<file path="src/rtl/mc_control.sv">
// mc_control: multicycle Moore controller for the final_core MIPS datapath.
// Sequences fetch/decode/execute/memory/writeback, drives every datapath
// select and write enable, and decodes op/funct into the 3-bit ALU control.
module mc_control (
    input  logic       clk,
    input  logic       rst_n,
    input  logic [5:0] op,
    input  logic [5:0] funct,
    input  logic       zero,
    output logic       regdst,
    output logic       memtoreg,
    output logic       iord,
    output logic       alusrca,
    output logic [1:0] alusrcb,
    output logic [1:0] pcsrc,
    output logic [2:0] alucontrol,
    output logic       irwrite,
    output logic       memwrite,
    output logic       regwrite,
    output logic       pcen,
    output logic [3:0] state
);

    typedef enum logic [3:0] {
        S_FETCH  = 4'd0,
        S_DECODE = 4'd1,
        S_MEMADR = 4'd2,
        S_MEMRD  = 4'd3,
        S_MEMWB  = 4'd4,
        S_MEMWR  = 4'd5,
        S_EXEC   = 4'd6,
        S_ALUWB  = 4'd7,
        S_BRANCH = 4'd8,
        S_ADDIEX = 4'd9,
        S_ADDIWB = 4'd10,
        S_JUMP   = 4'd11
    } state_t;

    typedef enum logic [1:0] {
        AOP_ADD,
        AOP_SUB,
        AOP_FUNCT
    } aluop_t;

    localparam logic [5:0] OP_RTYPE = 6'b000000;
    localparam logic [5:0] OP_LW    = 6'b100011;
    localparam logic [5:0] OP_SW    = 6'b101011;
    localparam logic [5:0] OP_BEQ   = 6'b000100;
    localparam logic [5:0] OP_ADDI  = 6'b001000;
    localparam logic [5:0] OP_J     = 6'b000010;

    state_t state_q, state_d;
    state_t dec_state;
    aluop_t aluop;
    logic   pcwrite, branch;
    logic   irwrite_raw, memwrite_raw, regwrite_raw;

    // State register with synchronous active-low reset.
    always_ff @(posedge clk) begin
        if (!rst_n) state_q <= S_FETCH;
        else        state_q <= state_d;
    end

    // Next-state logic.
    always_comb begin
        state_d = S_FETCH;
        case (state_q)
            S_FETCH:  state_d = S_DECODE;
            S_DECODE: begin
                case (op)
                    OP_LW, OP_SW: state_d = S_MEMADR;
                    OP_RTYPE:     state_d = S_EXEC;
                    OP_BEQ:       state_d = S_BRANCH;
                    OP_ADDI:      state_d = S_ADDIEX;
                    OP_J:         state_d = S_JUMP;
                    default:      state_d = S_FETCH;
                endcase
            end
            S_MEMADR: state_d = (op == OP_LW) ? S_MEMRD : S_MEMWR;
            S_MEMRD:  state_d = S_MEMWB;
            S_EXEC:   state_d = S_ALUWB;
            S_ADDIEX: state_d = S_ADDIWB;
            default:  state_d = S_FETCH;
        endcase
    end

    // While in reset the outputs decode as FETCH regardless of the held state.
    assign dec_state = rst_n ? state_q : S_FETCH;

    // Moore output decode of the (reset-qualified) state.
    always_comb begin
        regdst       = 1'b0;
        memtoreg     = 1'b0;
        iord         = 1'b0;
        alusrca      = 1'b0;
        alusrcb      = 2'b00;
        pcsrc        = 2'b00;
        aluop        = AOP_ADD;
        irwrite_raw  = 1'b0;
        memwrite_raw = 1'b0;
        regwrite_raw = 1'b0;
        pcwrite      = 1'b0;
        branch       = 1'b0;
        case (dec_state)
            S_FETCH: begin
                irwrite_raw = 1'b1;
                alusrcb     = 2'b01;
                pcwrite     = 1'b1;
            end
            S_DECODE: alusrcb = 2'b11;
            S_MEMADR: begin
                alusrca = 1'b1;
                alusrcb = 2'b10;
            end
            S_MEMRD: iord = 1'b1;
            S_MEMWB: begin
                regwrite_raw = 1'b1;
                memtoreg     = 1'b1;
            end
            S_MEMWR: begin
                iord         = 1'b1;
                memwrite_raw = 1'b1;
            end
            S_EXEC: begin
                alusrca = 1'b1;
                aluop   = AOP_FUNCT;
            end
            S_ALUWB: begin
                regwrite_raw = 1'b1;
                regdst       = 1'b1;
            end
            S_BRANCH: begin
                alusrca = 1'b1;
                aluop   = AOP_SUB;
                pcsrc   = 2'b01;
                branch  = 1'b1;
            end
            S_ADDIEX: begin
                alusrca = 1'b1;
                alusrcb = 2'b10;
            end
            S_ADDIWB: regwrite_raw = 1'b1;
            S_JUMP: begin
                pcsrc   = 2'b10;
                pcwrite = 1'b1;
            end
            default: ;
        endcase
    end

    // ALU decoder.
    always_comb begin
        alucontrol = 3'b010;
        case (aluop)
            AOP_SUB:   alucontrol = 3'b110;
            AOP_FUNCT: begin
                case (funct)
                    6'b100010: alucontrol = 3'b110;
                    6'b100100: alucontrol = 3'b000;
                    6'b100101: alucontrol = 3'b001;
                    6'b101010: alucontrol = 3'b111;
                    default:   alucontrol = 3'b010;
                endcase
            end
            default:   alucontrol = 3'b010;
        endcase
    end

    assign irwrite  = rst_n & irwrite_raw;
    assign memwrite = rst_n & memwrite_raw;
    assign regwrite = rst_n & regwrite_raw;
    assign pcen     = rst_n & (pcwrite | (branch & zero));
    assign state    = state_q;

endmodule

</file>
<file path="config.mk">
export PLATFORM = sky130hd
export DESIGN_NAME = mc_control
export DESIGN_NICKNAME = d
export VERILOG_FILES = /design/src/rtl/mc_control.sv
export SDC_FILE = /design/constraint.sdc
export NUM_CORES = 1
export LEC_CHECK = 0
export ABC_AREA = 0
export CAP_MARGIN = 0
export CORE_MARGIN = 4
export CORE_UTILIZATION = 35
export DETAILED_ROUTE_END_ITERATION = 10
export HOLD_SLACK_MARGIN = 0.05
export PLACE_DENSITY = 0.74
export SYNTH_ARGS = -nofsm -noshare
export SYNTH_HDL_FRONTEND = slang
export SYNTH_SLANG_ARGS = --single-unit
</file>
<file path="constraint.sdc">
create_clock -name clk -period 5.1 [get_ports clk]
set_input_delay 0.765 -clock clk [delete_from_list [all_inputs] [get_ports clk]]
set_output_delay 0.765 -clock clk [all_outputs]
set_load 0.01 [all_outputs]
</file>
======== Word level (Yosys, flattened, before mapping) ========
Index checks and enable logic that the tools add are counted.
operators by class
  reduce and logical (&&, ||, !) cells .... 9
  bitwise gates (word level) .............. 6
  eq/ne operators ......................... 27
  mux-type cells .......................... 18
operators with widths
  kind                number
  $eq 6x6->1 const B  6
  $pmux 4 s6          1
  $eq 4x3->1 const B  5
  $eq 4x4->1 const B  5
  $pmux 4 s5          1
  $eq 4x2->1 const B  4
  $pmux 3 s4          1
  $mux 1              9
  $eq 4x1->1 const B  2
  $logic_not 4->1     2
  $pmux 2 s2          2
  $reduce_or 2->1     4
  $eq 6x2->1 const B  1
  $eq 6x3->1 const B  1
  $eq 6x4->1 const B  1
  $logic_not 6->1     1
  $pmux 2 s3          1
  $pmux 3 s2          1
  $and 1x1->1         5
  $mux 4              1
  $reduce_or 4->1     1
  $mux 3              1
  $reduce_or 3->1     1
  $eq 2x1->1 const B  1
  2 further kinds     2
storage, ports and cells
  logic and storage cells ................. 61
  register bits after elaboration ......... 4

======== Longest topological paths before layout ========
Gate-level depths: netlist (run 1).
  word-level depth ........................ 6
  mapped depth ............................ 9

======== Worst setup path before layout (run 1) ========
No wires, ideal clock.
  path kind ............................... input -> output
  start ................................... input port rst_n
  end ..................................... output port alucontrol[2]
  path slack .............................. 2.457 ns
  cell stages on the path ................. 8
  arrival ................................. 1.878 ns
  data required time ...................... 4.335 ns
  path buffers ............................ 0
  path through ............................ nor2b_1 > and3_1 > inv_1 > ha_1 > inv_1 > nor4_1 > nor2_1 > nor2_1
on the way
  word-level cells in the longest chain between the ends .. 5
ends and longest elaborated chain
  item                                      RTL line  RTL
  start, declared                           6         input logic rst_n,
  $mux 4 (*)                                88        assign dec_state = rst_n ? state_q : S_FETCH;
  $eq 4x4->1 or $eq 4x3->1 (tied branches)  104       case (dec_state)
  $pmux 2 s2 (*)                            104
  $eq 2x2->1 or $eq 2x1->1 (tied branches)  154       case (aluop)
  $pmux 3 s2 (*)                            154
  end, declared                             16        output logic [2:0] alucontrol,
Every way passes the cells marked *; elsewhere a longest branch is shown, timed or not.

======== Final worst setup path (run 1) ========
  start ................................... input port rst_n
  end ..................................... output port alucontrol[0]
The elaborated chain is that of the path after synthesis.

==> impl_metrics.env, run 1 <==
export IMPL_reg2regPathDepth=4
export IMPL_dr_total_vias=723
export IMPL_areaGrowthSynthToFinish_pct=61.8
export IMPL_largest_reg_flops=4
export IMPL_drv_cap=0
export IMPL_io_buffers=33
export IMPL_drt_iter0_drc=4
export IMPL_worstHoldPathType="flip-flop to flip-flop"
export IMPL_fin_area_um2=927
export IMPL_fin_crit_sh_pct=78.4
export IMPL_setup_viol=0
export IMPL_cts_clk_slew_worst_paths_ns=0.04
export IMPL_power_density_mw_per_mm2=118
export IMPL_dp_hpwl_um=1360
export IMPL_final_min_clock_period_ns=4.00
export IMPL_tightest_slew_ns=0.582
export IMPL_clock_sinks=4
export IMPL_nets=139
export IMPL_grt_overflow=0
export IMPL_yosysSeqAreaShare_pct=14.0
export IMPL_insertedDiodeCount=0
export IMPL_grt_pass1_wl_um=3040
export IMPL_crit_chain="clkdlybuf4s50_1 > nor2b_1 > nand3_1 > inv_1 > ha_1 > inv_1 > nor4_1 > a32o_1 > clkdlybuf4s50_1"
export IMPL_yosysWarnings=0
export IMPL_cts_path_max_buffers=2
export IMPL_row_count=14
export IMPL_critical_path_top_delay_family="buffers and inverters"
export IMPL_cts_hold_fix_buffers=0
export IMPL_min_path_cells=1
export IMPL_wl_per_cell_um=12.6
export IMPL_ios=34
export IMPL_cts_setup_buffers=0
export IMPL_grt_start_max_net_pins=18
export IMPL_cp_required_ns=4.34
export IMPL_slew_limit_headroom_pct=61.2
export IMPL_ys_ff_latch=4
export IMPL_fin_skew_ns=0.00137
export IMPL_drc=0
export IMPL_rsz0062_at_grt="false"
export IMPL_routabilityCongestion=0.800
export IMPL_die_area_mm2=0.00235
export IMPL_highest_layer="met4"
export IMPL_cp_max_fo=9
export IMPL_dr_pass1_iters=2
export IMPL_syn_inst=87
export IMPL_final_hold_viol_count=0
export IMPL_grt_pass1_vias=711
export IMPL_path_class="input port to primary output"
export IMPL_syn_nets=105
export IMPL_ir_drop_uv=109
export IMPL_endpoint_kind="primary output"
export IMPL_fin_tns_setup_ns=0
export IMPL_final_common_cell="clkdlybuf4s50_1"
export IMPL_fillers=158
export IMPL_postPlaceCellArea_um2=905
export IMPL_antenna_found_initial=0
export IMPL_cp_buffers_inverters=4
export IMPL_cts_made_buffers=3
export IMPL_p_leak_nw=0.324
export IMPL_multi_input_area_um2=459
export IMPL_vias_per_cell=5.36
export IMPL_regArea_um2=80.1
export IMPL_wl_met3_um=110
export IMPL_clk_latency_ns=0.23
export IMPL_dp_slack_ns=1.12
export IMPL_start_util_pct=37.6
export IMPL_syn_area_um2=573
export IMPL_mostFrequentLayoutCells="clkdlybuf4s50_1 (33), nor2_1 (13), nor3_1 (8)"
export IMPL_worst_path_stages=9
export IMPL_cts_tree="built"
export IMPL_finalWirelength_um=1700
export IMPL_status="completed"
export IMPL_cts_repair_resized=0
export IMPL_antenna_left=0
export IMPL_track_usage_pct=15.3
export IMPL_met2WireLength_um=795
export IMPL_root_buffer="clkbuf_4"
export IMPL_critPathLaunchType="input port"
export IMPL_arrival_ns=3.24
export IMPL_die_w_um=48.5
export IMPL_ys_types=29
export IMPL_core_mm2=0.00152
export IMPL_post_route_util_pct=60.8
export IMPL_htree_levels=1
export IMPL_drive_above_1_share_pct=4.20
export IMPL_avgSynthCellArea_um2=6.59
export IMPL_critPathMaxStageDelay_ns=0.65
export IMPL_totalPowerFinal_mw=0.110
export IMPL_max_freq_mhz=250
export IMPL_drv_slew=0
export IMPL_die_h_um=48.5
export IMPL_cp_slowest_cell="clkdlybuf4s50_1"
export IMPL_wl_met1_um=778
export IMPL_final_setup_worst_slack_ns=1.10
[area by class of cell]
| type | count | share of cell area [%] |
|---|---|---|
| timing repair buffer | 33 | 35.6 |
| inverter | 4 | 1.62 |
| sequential | 4 | 8.64 |
| multi-input combinational | 75 | 49.5 |
| clock buffer | 3 | 2.43 |
| tap | 16 | 2.16 |
[path summary, 6_finish.rpt]
path                        from                  end  slack, ns
min reg2reg  state[0]$_SDFF_PN0_  state[3]$_SDFF_PN0_       0.70
min          state[0]$_SDFF_PN0_  state[3]$_SDFF_PN0_       0.70
max reg2reg  state[1]$_SDFF_PN0_  state[1]$_SDFF_PN0_       3.61
max                        rst_n        alucontrol[0]       1.10
[cells in the mapped netlist]
cell type / instances / share of area (%)
a2111oi_2: 1 / 2.6
a21oi_1: 4 / 3.5
a21oi_2: 1 / 1.5
a22oi_1: 1 / 1.3
a31oi_1: 3 / 3.3
a32o_1: 1 / 1.7
and2_1: 1 / 1.1
and3_1: 2 / 2.2
buf_2: 3 / 2.6
clkbuf_1: 1 / 0.65
dfxtp_1: 4 / 14
ha_1: 3 / 6.6
inv_1: 4 / 2.6
nand2_1: 4 / 2.6
nand2b_1: 7 / 7.6
nand3_1: 3 / 2.6
nand4b_1: 1 / 1.5
nor2_1: 13 / 8.5
nor2b_1: 4 / 4.4
nor3_1: 8 / 7.0
nor4_1: 4 / 4.4
nor4b_1: 1 / 1.5
o2111a_1: 1 / 2.0
o21a_1: 1 / 1.3
o21ai_0: 5 / 4.4
o31ai_1: 2 / 2.6
or4_1: 1 / 1.3
xnor2_1: 1 / 1.5
xor2_1: 2 / 3.1
[power by group]
part	total, mW	leakage, nW	switching [mW]	internal [mW]
logic	0.0363	0.278	0.0151	0.0211
registers	0.0360	0.0326	0.00364	0.0324
clock network	0.0375	0.0138	0.0113	0.0262
[metal layers]
layer / track usage (%) / vias to the layer above
met1: 18.6 / 318
met5: 0 / -
met3: 3.68 / 2
li1: - / 381
met4: 5.38 / 0
met2: 25.9 / 22
[through the flow]
stage | hold slack (ns) | cells
floorplan | 0.644 | 87
global placement | 0.711 | 132
detailed placement | 0.702 | 132
CTS | 0.703 | 135
global route | 0.759 | 135
finish | 0.699 | 135
[logic make-up (layout without fill, tap and decap cells)]
kind of cell	Yosys count	count (layout)	synth area share [%]
flip-flops	4	4	14.0
adder cells (fa/ha/maj)	3	3	6.55
AND/OR/NAND/NOR	49	49	44.8
buffers and inverters	8	40	5.89
AO/OA/AOI/OAI	20	20	24.2
XOR/XNOR	3	3	4.59
[worst reg2reg max path: cells and delay by family (launching register included)]
kind	cells	cell delay [ns]
simple gates	2	0.43
flops	1	0.68
compound gates	2	0.25
Note: power is estimated with default switching activity, not from simulation.
==> run 2: changes to the inputs <==
- clock period: 5.1 -> 3.9 ns (I/O delays scaled with it)
==> impl_metrics.env, run 2 (synthesis gave the netlist of run 1 again) <==
export IMPL_row_count=14
export IMPL_tightest_slew_ns=0.595
export IMPL_core_mm2=0.00152
export IMPL_power_density_mw_per_mm2=155
export IMPL_antenna_found_initial=0
export IMPL_grt_overflow=0
export IMPL_drv_cap=0
export IMPL_die_area_mm2=0.00235
export IMPL_start_util_pct=37.6
export IMPL_fin_area_um2=935
export IMPL_post_route_util_pct=61.3
export IMPL_crit_chain="clkdlybuf4s50_1 > nor2b_1 > nand3_1 > inv_1 > ha_1 > inv_1 > nor4_1 > a32o_1 > clkdlybuf4s50_1"
export IMPL_slew_limit_headroom_pct=60.3
export IMPL_cp_max_fo=3
export IMPL_die_w_um=48.5
export IMPL_die_h_um=48.5
export IMPL_cp_buffers_inverters=4
export IMPL_drc=0
export IMPL_mostFrequentLayoutCells="clkdlybuf4s50_1 (33), nor2_1 (13), nor3_1 (8)"
export IMPL_cts_tree="built"
export IMPL_antenna_left=0
export IMPL_io_buffers=33
export IMPL_status="completed"
export IMPL_dp_hpwl_um=1320
export IMPL_critPathMaxStageDelay_ns=0.53
export IMPL_finalWirelength_um=1630
export IMPL_clock_sinks=4
export IMPL_final_hold_viol_count=0
export IMPL_critPathLaunchType="input port"
export IMPL_fillers=145
export IMPL_ios=34
export IMPL_grt_pass1_wl_um=2810
export IMPL_fin_crit_sh_pct=86.5
export IMPL_cp_slowest_cell="clkdlybuf4s50_1"
export IMPL_insertedDiodeCount=0
export IMPL_dr_total_vias=748
export IMPL_path_class="input port to primary output"
export IMPL_largest_reg_flops=4
export IMPL_rsz0062_at_grt="false"
export IMPL_totalPowerFinal_mw=0.145
export IMPL_routabilityCongestion=0.800
export IMPL_postPlaceCellArea_um2=912
export IMPL_grt_start_max_net_pins=18
export IMPL_drv_slew=0
export IMPL_vias_per_cell=5.50
export IMPL_fin_tns_setup_ns=0
export IMPL_final_min_clock_period_ns=3.37
export IMPL_areaGrowthSynthToFinish_pct=63.1
export IMPL_cts_made_buffers=3
export IMPL_cts_clk_slew_worst_paths_ns=0.04
export IMPL_p_leak_nw=0.329
export IMPL_cts_repair_resized=0
export IMPL_drive_above_1_share_pct=5.00
export IMPL_fin_skew_ns=0.000501
export IMPL_cts_path_max_buffers=2
export IMPL_ir_drop_uv=166
export IMPL_nets=140
export IMPL_clk_latency_ns=0.23
export IMPL_critical_path_top_delay_family="buffers and inverters"
export IMPL_cts_hold_fix_buffers=0
export IMPL_cp_required_ns=3.31
export IMPL_final_common_cell="clkdlybuf4s50_1"
export IMPL_root_buffer="clkbuf_4"
export IMPL_track_usage_pct=13.8
export IMPL_worstHoldPathType="flip-flop to flip-flop"
export IMPL_max_freq_mhz=296
export IMPL_cts_setup_buffers=0
export IMPL_endpoint_kind="primary output"
export IMPL_htree_levels=1
export IMPL_wl_per_cell_um=12.0
export IMPL_arrival_ns=2.79
export IMPL_drt_iter0_drc=9
export IMPL_dr_pass1_iters=4
export IMPL_grt_pass1_vias=667
export IMPL_setup_viol=0
-- run 2: cell types whose count changed in the layout (fill, tap and decap cells not counted) --
cell,before,now
buf_4,0,1
-- run 2: power by group --
group / leakage (nW) / internal, mW / switching [mW]
clock network: 0.0138 / 0.0343 / 0.0156
logic: 0.283 / 0.0283 / 0.0198
registers: 0.0326 / 0.0423 / 0.00489
-- run 2: area by class of cell --
type	count	area [µm²]	area share [%]
multi-input cells	75	459	49.1
repair buffers	34	338	36.1
well taps	16	20.0	2.14
inverters	4	15.0	1.61
flip-flops and latches	4	80.1	8.57
clock buffers	3	22.5	2.41
-- run 2: metal layers --
metal,part of all wire [%],vias to the layer above,global-route usage (%)
met2,45,26,23.0
met4,0,0,1.79
met5,0,-,0
met3,8.0,0,4.91
li1,-,386,-
met1,47,336,17.4
-- run 2: worst paths after layout --
path | start | to | slack [ns] | cells after the start
min reg2reg | state[0]$_SDFF_PN0_ | state[3]$_SDFF_PN0_ | 0.71 | 1
min | state[0]$_SDFF_PN0_ | state[3]$_SDFF_PN0_ | 0.71 | 1
max | rst_n | alucontrol[0] | 0.53 | 9
max reg2reg | state[1]$_SDFF_PN0_ | state[1]$_SDFF_PN0_ | 2.40 | 4
-- run 2: per-stage QoR --
stage	hold WS, ns	std cells	setup slack (ns)
floorplan	0.644	87	1.56
global placement	0.697	133	0.607
detailed placement	0.721	133	0.539
CTS	0.718	136	0.525
global route	0.768	136	0.288
finish	0.714	136	0.525
==> run 3: changes to the inputs <==
- clock period: 3.9 -> 3.35 ns (I/O delays scaled with it)
==> impl_metrics.env, run 3 (synthesis gave the netlist of run 1 again) <==
export IMPL_status="completed"
export IMPL_grt_pass1_vias=615
export IMPL_track_usage_pct=14.4
export IMPL_cts_hold_fix_buffers=0
export IMPL_setup_viol=0
export IMPL_clk_latency_ns=0.24
export IMPL_cts_made_buffers=3
export IMPL_grt_start_max_net_pins=17
export IMPL_fin_crit_sh_pct=94.0
export IMPL_ir_drop_uv=183
export IMPL_drv_slew=0
export IMPL_critPathLaunchType="input port"
export IMPL_dp_hpwl_um=1370
export IMPL_pwr_share_clk_pct=34.5
export IMPL_switching_share_pct=28.7
export IMPL_fin_skew_ns=0.00484
export IMPL_cp_required_ns=2.85
export IMPL_drive_above_1_share_pct=8.20
export IMPL_fin_tns_setup_ns=0
export IMPL_endpoint_kind="primary output"
export IMPL_rsz0062_at_grt="false"
export IMPL_tightest_slew_ns=0.454
export IMPL_cts_clk_slew_worst_paths_ns=0.04
export IMPL_areaGrowthSynthToFinish_pct=67.0
export IMPL_grt_overflow=0
export IMPL_antenna_left=0
export IMPL_vias_per_cell=5.41
export IMPL_start_util_pct=37.6
export IMPL_cts_path_max_buffers=2
export IMPL_power_density_mw_per_mm2=181
export IMPL_cts_tree="built"
export IMPL_drc=0
export IMPL_timing_hold_ws_ns=0.600
export IMPL_drv_cap=0
export IMPL_finalWirelength_um=1790
export IMPL_nets=142
export IMPL_final_min_clock_period_ns=3.15
export IMPL_p_seq_share_pct=29.1
export IMPL_die_area_mm2=0.00235
export IMPL_root_buffer="clkbuf_4"
export IMPL_core_mm2=0.00152
export IMPL_max_freq_mhz=317
export IMPL_cts_setup_buffers=0
export IMPL_grt_pass1_wl_um=2760
export IMPL_slew_limit_headroom_pct=69.7
export IMPL_combPwrFrac_pct=36.4
export IMPL_htree_levels=1
export IMPL_p_int_mw=0.124
export IMPL_final_hold_viol_count=0
export IMPL_die_h_um=48.5
export IMPL_arrival_ns=2.65
export IMPL_mostFrequentLayoutCells="clkdlybuf4s50_1 (33), nor2_1 (13), nor3_1 (8)"
export IMPL_drt_iter0_drc=8
export IMPL_path_class="input port to primary output"
export IMPL_insertedDiodeCount=0
export IMPL_p_leak_nw=0.340
export IMPL_die_w_um=48.5
export IMPL_wl_per_cell_um=13.0
export IMPL_row_count=14
export IMPL_largest_reg_flops=4
export IMPL_routabilityCongestion=0.734
export IMPL_io_buffers=33
export IMPL_worstHoldPathType="flip-flop to flip-flop"
export IMPL_antenna_found_initial=0
export IMPL_power_switching_mw=0.0498
export IMPL_clock_sinks=4
export IMPL_dr_total_vias=747
export IMPL_final_common_cell="clkdlybuf4s50_1"
export IMPL_cp_max_fo=3
export IMPL_dr_pass1_iters=4
export IMPL_ios=34
-- run 3: layout make-up --
class	instances	area, µm²
fill	145	567
multi-input combinational	75	465
timing repair buffer	36	353
sequential	4	81.3
clock buffer	3	22.5
tap	16	20.0
inverter	4	15.0
-- run 3: what timing repair did --
action                                  4_1_cts  5_1_grt
gates resized for setup                       0        2
endpoints found under the setup margin        0        2
endpoints found under the hold margin         0        0
-- run 3: power groups by stage --
stage,combinational (mW),sequential (mW),clock (mW)
2_1_floorplan,0.0246,0.0522,0
3_3_place_gp,0.0615,0.0513,0
3_5_place_dp,0.0626,0.0513,0
4_1_cts,0.0628,0.0505,0.0619
5_1_grt,0.0685,0.0507,0.0658
6_report,0.0631,0.0505,0.0599
-- run 3: layer usage --
layer	global-route usage [%]	routed length [µm]	vias to the layer above
li1	-	-	389
met1	17.7	814	330
met2	23.0	834	24
met3	3.68	115	4
met4	6.73	27	0
met5	0	0	-
-- run 3: worst paths after layout --
check | depth (start not counted) | slack (ns) | from | end
worst min-delay path | 2 | 0.60 | state[1]$_SDFF_PN0_ | state[3]$_SDFF_PN0_
worst min register to register | 2 | 0.60 | state[1]$_SDFF_PN0_ | state[3]$_SDFF_PN0_
worst max register to register | 3 | 2.07 | state[2]$_SDFF_PN0_ | state[2]$_SDFF_PN0_
worst max-delay path | 9 | 0.20 | rst_n | alucontrol[0]
-- run 3: stage by stage --
step | cells | setup slack (ns) | utilization, % | total power [mW] | cell area, µm²
after floorplan | 87 | 1.09 | - | 0.0768 | 573
after global placement | 135 | 0.250 | 60.8 | 0.113 | 927
after detailed placement | 135 | 0.172 | 60.8 | 0.114 | 927
after CTS | 138 | 0.154 | 62.3 | 0.175 | 950
after global routing | 138 | 0.0483 | 62.8 | 0.185 | 957
final | 138 | 0.200 | 62.8 | 0.174 | 957
-- run 3: critical path, stage by stage --
cell and delay, ns:
clkdlybuf4s50_1 0.49, nor2b_1 0.19, nand3_1 0.15, inv_1 0.09
ha_1 0.16, inv_1 0.07, nor4_2 0.30, a32o_1 0.17
clkdlybuf4s50_1 0.53
